==> src/rtl/fetch_queue_pkg.sv <==
// Shared widths and prediction layout for the instruction fetch queue.
// Entry packing is {pc, ir, bpred}, with the PC in the most significant bits.
package fetch_queue_pkg;

    localparam int INST_W      = 32;
    localparam int BPRED_W     = 33;
    localparam int BP_TAKEN    = 32;
    localparam int BP_TARGET_W = 32;

    typedef struct packed {
        logic                   pred_taken;
        logic [BP_TARGET_W-1:0] target;
    } bpred_t;

    function automatic int entry_width(input int pc_w, input int bp_w);
        return pc_w + INST_W + bp_w;
    endfunction

    function automatic logic pred_taken(input logic [BPRED_W-1:0] bp);
        return bp[BP_TAKEN];
    endfunction

endpackage

==> src/rtl/fq_storage.sv <==
// Entry register array for the fetch queue.
// It has one synchronous write port and one combinational read port, and is cleared by the active-low reset.
module fq_storage
    import fetch_queue_pkg::*;
#(
    parameter int DEPTH = 4,
    parameter int WIDTH = entry_width(32, BPRED_W)
) (
    input  logic                     clk,
    input  logic                     rst,
    input  logic                     wr_en,
    input  logic [$clog2(DEPTH)-1:0] wr_addr,
    input  logic [WIDTH-1:0]         wr_data,
    input  logic [$clog2(DEPTH)-1:0] rd_addr,
    output logic [WIDTH-1:0]         rd_data
);

    logic [WIDTH-1:0] mem [DEPTH];

    always_ff @(posedge clk) begin
        if (!rst) begin
            for (int i = 0; i < DEPTH; i++) begin
                mem[i] <= '0;
            end
        end else if (wr_en) begin
            mem[wr_addr] <= wr_data;
        end
    end

    assign rd_data = mem[rd_addr];

endmodule

==> src/rtl/fetch_queue.sv <==
// Instruction fetch queue between the imem read port and decode.
// It buffers {pc, ir, bpred} in order and discards stale responses after a branch-miss flush.
module fetch_queue
    import fetch_queue_pkg::*;
#(
    parameter int DEPTH = 4,
    parameter int PC_W  = 32,
    parameter int BP_W  = 33
) (
    input  logic                     clk,
    input  logic                     rst,
    input  logic                     flush,
    input  logic                     enq_valid,
    output logic                     enq_ready,
    input  logic [PC_W-1:0]          enq_pc,
    input  logic [INST_W-1:0]        enq_ir,
    input  logic [BP_W-1:0]          enq_bpred,
    output logic                     deq_valid,
    input  logic                     deq_ready,
    output logic [PC_W-1:0]          deq_pc,
    output logic [PC_W-1:0]          deq_pc4,
    output logic [INST_W-1:0]        deq_ir,
    output logic [BP_W-1:0]          deq_bpred,
    output logic [$clog2(DEPTH):0]   count
);

    localparam int PTR_W   = $clog2(DEPTH);
    localparam int CNT_W   = PTR_W + 1;
    localparam int ENTRY_W = entry_width(PC_W, BP_W);

    logic [PTR_W-1:0]   wr_ptr;
    logic [PTR_W-1:0]   rd_ptr;
    logic [CNT_W-1:0]   occupancy;
    logic               drop_next;
    logic               enq_fire;
    logic               deq_fire;
    logic [ENTRY_W-1:0] wr_entry;
    logic [ENTRY_W-1:0] rd_entry;

    assign enq_ready = (occupancy != CNT_W'(DEPTH));
    assign deq_valid = (occupancy != '0);
    assign count     = occupancy;

    // drop_next kills the single imem response that was already in flight when the flush arrived.
    assign enq_fire = enq_valid && enq_ready && !flush && !drop_next;
    assign deq_fire = deq_valid && deq_ready && !flush;

    assign wr_entry = {enq_pc, enq_ir, enq_bpred};

    always_ff @(posedge clk) begin
        if (!rst) begin
            wr_ptr    <= '0;
            rd_ptr    <= '0;
            occupancy <= '0;
            drop_next <= 1'b0;
        end else if (flush) begin
            wr_ptr    <= '0;
            rd_ptr    <= '0;
            occupancy <= '0;
            drop_next <= 1'b1;
        end else begin
            drop_next <= 1'b0;
            if (enq_fire) begin
                wr_ptr <= wr_ptr + PTR_W'(1);
            end
            if (deq_fire) begin
                rd_ptr <= rd_ptr + PTR_W'(1);
            end
            case ({enq_fire, deq_fire})
                2'b10:   occupancy <= occupancy + CNT_W'(1);
                2'b01:   occupancy <= occupancy - CNT_W'(1);
                default: occupancy <= occupancy;
            endcase
        end
    end

    fq_storage #(
        .DEPTH (DEPTH),
        .WIDTH (ENTRY_W)
    ) u_storage (
        .clk     (clk),
        .rst     (rst),
        .wr_en   (enq_fire),
        .wr_addr (wr_ptr),
        .wr_data (wr_entry),
        .rd_addr (rd_ptr),
        .rd_data (rd_entry)
    );

    assign {deq_pc, deq_ir, deq_bpred} = rd_entry;
    assign deq_pc4 = deq_pc + PC_W'(4);

endmodule

==> config.mk <==
export PLATFORM = sky130hd
export DESIGN_NAME = fetch_queue
export DESIGN_NICKNAME = d
export VERILOG_FILES = /design/src/rtl/fetch_queue_pkg.sv /design/src/rtl/fq_storage.sv /design/src/rtl/fetch_queue.sv
export SDC_FILE = /design/constraint.sdc
export NUM_CORES = 1
export LEC_CHECK = 0
export CAP_MARGIN = 10
export CELL_PAD_IN_SITES_DETAIL_PLACEMENT = 1
export CELL_PAD_IN_SITES_GLOBAL_PLACEMENT = 1
export CORE_ASPECT_RATIO = 0.6
export CORE_UTILIZATION = 46
export DETAILED_ROUTE_END_ITERATION = 7
export GPL_ROUTABILITY_DRIVEN = 0
export PLACE_DENSITY = 0.88
export SLEW_MARGIN = 0
export SYNTH_ARGS = -nofsm -noshare
export SYNTH_HDL_FRONTEND = slang
export SYNTH_HIERARCHICAL = 1
export SYNTH_SLANG_ARGS = --single-unit
export TNS_END_PERCENT = 10
==> constraint.sdc <==
create_clock -name clk -period 17.8 [get_ports clk]
set_input_delay 5.34 -clock clk [delete_from_list [all_inputs] [get_ports clk]]
set_output_delay 5.34 -clock clk [all_outputs]
set_load 0.05 [all_outputs]
==> flow_summary.toml, run 1 <==
[sta]
fmax_mhz = 98.32
fin_skew_ps = 11.12
hold_viol_final = 0
fin_tns_setup_ps = 0
rsz0062_at_grt = "no"
fin_crit_ps = 10170
relSlewSlack_pct = 23.89
setup_violations = 0
holdWs_ps = 534.9
drv_slew = 0
setup_slack_ps = 7629
tightest_slew_ps = 1142
post-route-period-util_pct = 57.14

[worst_setup_path]
cp.required_ps = 12460
crit_path_max_fanout = 60
crit_chain = "buf_4 > mux4_2 > nand4_1 > nor3_2 > nand4_1 > xnor2_1 > clkdlybuf4s50_1"
critPathKind = "flop to primary output"
slowest_stage = "buf_4"
startpoint_type = "flop"
critPathCaptureType = "primary output"
ff2ff_setup_slack_ps = 13940
reg2regPathDepth = 7
crit_family = "buffers and inverters"
cpPeakStageDelay_ps = 870
critPathLaunch = "rd_ptr[1]"
path_depth = 7
timing.rr.end = "u_storage/mem[3][17]"
rr_startpoint = "count[0]"
crit_end = "deq_pc4[31]"
crit_arrival_ps = 4830
path_buf_inv = 2
critPathMostFrequentCell = "nand4_1"

[place]
detailed_place_hpwl_um = 27960
port_buffers = 235
pre_cts_ws_ps = 8088

[power_and_ir_drop]
p_leak_nw = 7.929
peakVddDrop_mv = 0.06173
p_per_area_nw_per_um2 = 96.38

[logic_synthesis]
post_synth.cell_area_avg_um2 = 16.35
yosysTopAreaCellShare_pct = 65.91
synth_edf_count = 388
syn_nets = 1186
ys_seq_elements = 396
yosysMostFrequentCell = "edfxtp_1"
synthFlopType = "edfxtp_1"
syn_inst = 1081
yosysTopAreaCell = "edfxtp_1"
synth_cell_type_count = 37
ys_top_cells_by_area = "edfxtp_1, mux4_2, and2_1, and3_1, xnor2_1"
syn_area_um2 = 17680
ys_seq_area_share_pct = 66.82
synth_commonest_cells = "edfxtp_1, and2_1, and3_1"
yosysWarnings = 6
async_flop_share_pct = 0

[drt]
drt_iter0_markers = 674
remaining_drc_errors = 0
wl_per_cell_um = 25.11
wirelength_um = 46100
first_pass_iters = 5
ant_nets = 0
vias = 10256
viasPerCell = 5.586

[floorplan]
initial_core_util_pct = 46.79
fp.coreArea_um2 = 37780
die_h_um = 153.8
fp.dieW_um = 255.1
die_area_um2 = 39240
rows = 55
ioPinCount = 236

[cells_and_area]
fin_util_pct = 57.22
final_nets = 1398
areaGrowthSynthToFinish_pct = 22.29
drive_above_1_share_pct = 13.78

[clock_tree]
clockRootBuffer = "clkbuf_16"
tritoncts = "yes"
clk_path_buf_depth = 3
htree_levels = 2
numCtsBuffers = 39
cts.sinks = 396
cts_resized = 0
cts_hold_buf = 0
worst_skew_pair.late_latency_ps = 530
path_clk_slew_ps = 70
cts_setup_buffers = 0

[global_routing]
top_usage_layer = "met2"
grt-ovfl-total = 0
grtUsageMet3_pct = 3.826
use_met2_pct = 40.67
antenna_found_initial = 3
grt_pass1_vias = 11420
use_met1_pct = 32.01
grt_first_pass_wirelength_um = 69390
grt_usage_pct = 23.77
grt_max_degree = 104

[status]
status = "completed"

[job]
cap_violations = 0

[worst_hold_path]
hp-class = "flop to flop"
==> worst min-delay path by stage <==
stage	from	end	depth (start not counted)
finish	count[2]	count[2]	2
detailed placement	count[2]	count[2]	2
floorplan	rd_ptr[1]	rd_ptr[1]	2
global placement	count[2]	count[2]	2
global route	count[2]	count[2]	2
CTS	count[2]	count[2]	2
==> per-layer routing <==
| metal | share of wire [%] | vias up | wire length, um |
|---|---|---|---|
| li1 | - | 4484 | - |
| met2 | 50 | 257 | 23210 |
| met5 | 0.039 | - | 18 |
| met1 | 43 | 5452 | 20050 |
| met4 | 1.8 | 2 | 822 |
| met3 | 4.3 | 61 | 1999 |
==> cell usage in the layout (no fill, tap or decap), drive strengths merged, types with 2 or more instances in the layout <==
cell type,count
buf,15
or3,2
and4,2
edfxtp,388
ha,2
mux4,97
diode,2
nor3,3
o21ai,2
nor2,14
dfxtp,8
nand4,10
and3,101
clkbuf,52
nand3,16
nand2,11
xor2,11
inv,6
clkdlybuf4s50,234
a21oi,2
clkinv,15
xnor2,23
and2,293
and4b,3
==> power by group <==
group,switching [mW],leakage (nW),internal (mW)
sequential,0.0125,4.12,1.06
clock,0.345,0.594,0.444
combinational,0.141,3.21,0.0774
total,0.499,7.93,1.58
==> stage by stage <==
step                cell area [um^2]  cells  total power [mW]
floorplan                      17680   1081             1.223
global placement               20420   1765             1.308
detailed placement             20420   1765             1.316
CTS                            21610   1834             2.101
global route                   21610   1835             2.145
finish                         21620   1836             2.084
==> cell families after synthesis <==
group | Yosys count | synth area share [%]
AOI/OAI and AO/OA | 5 | 0.1557
xor gates and xnor gates | 34 | 1.685
adders and majority gates | 3 | 0.2548
buffers and inverters | 84 | 2.477
DFF | 396 | 66.82
muxes | 97 | 12.36
and+or+nand+nor | 462 | 16.25
==> sequential cells by signal (all words and copies together), names as in the netlist <==
signal and cells:
wr_ptr 2, rd_ptr 2, u_storage/mem 388, count 3, drop_next 1
==> area by class of cell <==
| class | count | area (um^2) |
|---|---|---|
| Fill cell | 3457 | 16160 |
| Sequential cell | 396 | 11820 |
| Multi-Input combinational cell | 601 | 5479 |
| Timing Repair Buffer | 249 | 2455 |
| Clock buffer | 52 | 1087 |
| Tap cell | 513 | 641.9 |
| Clock inverter | 17 | 107.6 |
| Inverter | 6 | 22.52 |
| Antenna cell | 2 | 5.005 |
==> worst min-delay path, cell delays in order (launching register included) <==
cell     delay (ps)
dfxtp_1         340
o21ai_0          80
a21oi_1          60
(Power assumes the default switching activity.)
==> run 2, diff against run 1 <==
CORE_UTILIZATION = 42   (was 46)
PLACE_DENSITY = 0.85   (was 0.88)
clock period = 8.2 ns   (was 17.8 ns; I/O delays follow)
==> run 2 against run 1 <==
Effect of this change: first-iteration DRC count up 34%; via count up 0.20%; sequential share of layout area down 0.20 points; core utilization down 4.2 points; global-route usage down 1.0 points; total power up 120%; hold slack better by 24 ps; die area up 9.4%; critical path type unchanged; largest power group unchanged; highest routed layer unchanged.
==> flow_summary.toml, run 2 (same netlist as run 1, synthesis figures left out) <==
[cells_and_area]
layout_commonest_cell = "edfxtp_1"
areaGrowthSynthToFinish_pct = 22.75
fin_util_pct = 53.00
fillCellCount = 3860
drive_above_1_share_pct = 13.63
final_nets = 1404
final_cell_mix = "edfxtp_1, and2_1, clkdlybuf4s50_1"
largest_reg_flops = 388
regMostFlops = "u_storage/mem"

[worst_hold_path]
hp-class = "flop to flop"

[sta]
fmax_mhz = 149.3
fin_crit_ps = 6697
post-route-period-util_pct = 81.67
rsz0062_at_grt = "no"
fin_skew_ps = 12.55
hold_viol_final = 0
fin_tns_setup_ps = 0
drv_slew = 0
relSlewSlack_pct = 26.67
tightest_slew_ps = 1100
setup_violations = 0

[clock_tree]
path_clk_slew_ps = 60
worst_skew_pair.late_latency_ps = 540
tritoncts = "yes"
clk_path_buf_depth = 3
cts_setup_buffers = 0
clockRootBuffer = "clkbuf_16"
cts_hold_buf = 0
cts.sinks = 396
numCtsBuffers = 40
cts_resized = 0
htree_levels = 2

[global_routing]
grt_usage_pct = 22.77
grt_first_pass_wirelength_um = 72290
grt-ovfl-total = 0
grt_pass1_vias = 11244
antenna_found_initial = 3
grt_max_degree = 88

[drt]
ant_nets = 0
wl_per_cell_um = 25.73
drt_iter0_markers = 900
first_pass_iters = 5
remaining_drc_errors = 0
wirelength_um = 48600
vias = 10276
viasPerCell = 5.440

[floorplan]
rows = 57
die_h_um = 160.9
initial_core_util_pct = 43.18
fp.coreArea_um2 = 40940
fp.dieW_um = 266.9
ioPinCount = 236
die_area_um2 = 42940

[power_and_ir_drop]
p_leak_nw = 7.936
p_per_area_nw_per_um2 = 208.4
peakVddDrop_mv = 0.1236
p_total_mw = 4.522

[worst_setup_path]
crit_chain = "buf_4 > mux4_2 > and3_1 > and4_1 > nand4_1 > xnor2_1 > clkdlybuf4s50_1"
crit_path_max_fanout = 38
crit_arrival_ps = 4240
cp.required_ps = 5740
slowest_stage = "clkdlybuf4s50_1"
critPathKind = "flop to primary output"
startpoint_type = "flop"
cpPeakStageDelay_ps = 830
critPathCaptureType = "primary output"

[place]
detailed_place_hpwl_um = 29040
port_buffers = 235

[status]
status = "completed"

[job]
cap_violations = 0
run 2: cell count changes in the layout (fill, tap and decap cells not counted):
cell and delta:
clkbuf_1 +3, clkinv_2 -4, clkinv_4 +1, diode_2 -1, clkinv_1 +5, buf_4 +5, clkbuf_8 -2, inv_2 -1
run 2: worst paths after layout:
check	depth (start not counted)	startpoint	slack, ps	end
max	7	rd_ptr[0]	1500	deq_pc4[31]
min	2	count[2]	560	count[2]
max reg2reg	6	count[1]	5020	u_storage/mem[1][31]
min reg2reg	2	count[2]	560	count[2]
run 2: power breakdown:
| part | switching [mW] | leakage [nW] | total [mW] | internal [mW] |
|---|---|---|---|---|
| logic | 0.311 | 3.24 | 0.479 | 0.169 |
| registers | 0.0279 | 4.12 | 2.34 | 2.31 |
| clock network | 0.757 | 0.575 | 1.71 | 0.950 |
| total | 1.10 | 7.94 | 4.52 | 3.43 |
run 2: per-layer routing:
| metal | vias up | global-route usage [%] | wire (um) |
|---|---|---|---|
| li1 | 4498 | - | - |
| met1 | 5393 | 31.43 | 21120 |
| met2 | 316 | 37.80 | 23990 |
| met3 | 65 | 3.987 | 2593 |
| met4 | 4 | 5.146 | 877 |
| met5 | - | 0 | 26 |
run 2: critical path, delay by kind of cell, from the launching register on:
| kind | cells | cell delay [ps] |
|---|---|---|
| buffers and inverters | 2 | 1570 |
| multiplexers | 1 | 710 |
| AND/OR/NAND/NOR | 3 | 510 |
| flip-flops | 1 | 730 |
| XOR/XNOR | 1 | 150 |
run 2: per-stage QoR:
step	setup WS, ps	instance area [um^2]	cells	hold slack (ps)
3_5_place_dp	1969	20510	1817	539.3
3_3_place_gp	1962	20510	1817	518.8
5_1_grt	1223	21700	1889	563.3
2_1_floorplan	-2401	17680	1081	478.5
6_report	1503	21700	1889	558.8
4_1_cts	1383	21700	1888	552.2
run 2: layout make-up:
| class | instances | area [um^2] | share of cell area (%) |
|---|---|---|---|
| diodes | 1 | 2.502 | 0.01153 |
| multi-input cells | 601 | 5479 | 25.25 |
| repair buffers | 254 | 2492 | 11.49 |
| well taps | 560 | 700.7 | 3.229 |
| clock buffers | 53 | 1071 | 4.936 |
| clock inverters | 18 | 110.1 | 0.5074 |
| inverters | 6 | 23.77 | 0.1096 |
| flip-flops and latches | 396 | 11820 | 54.47 |
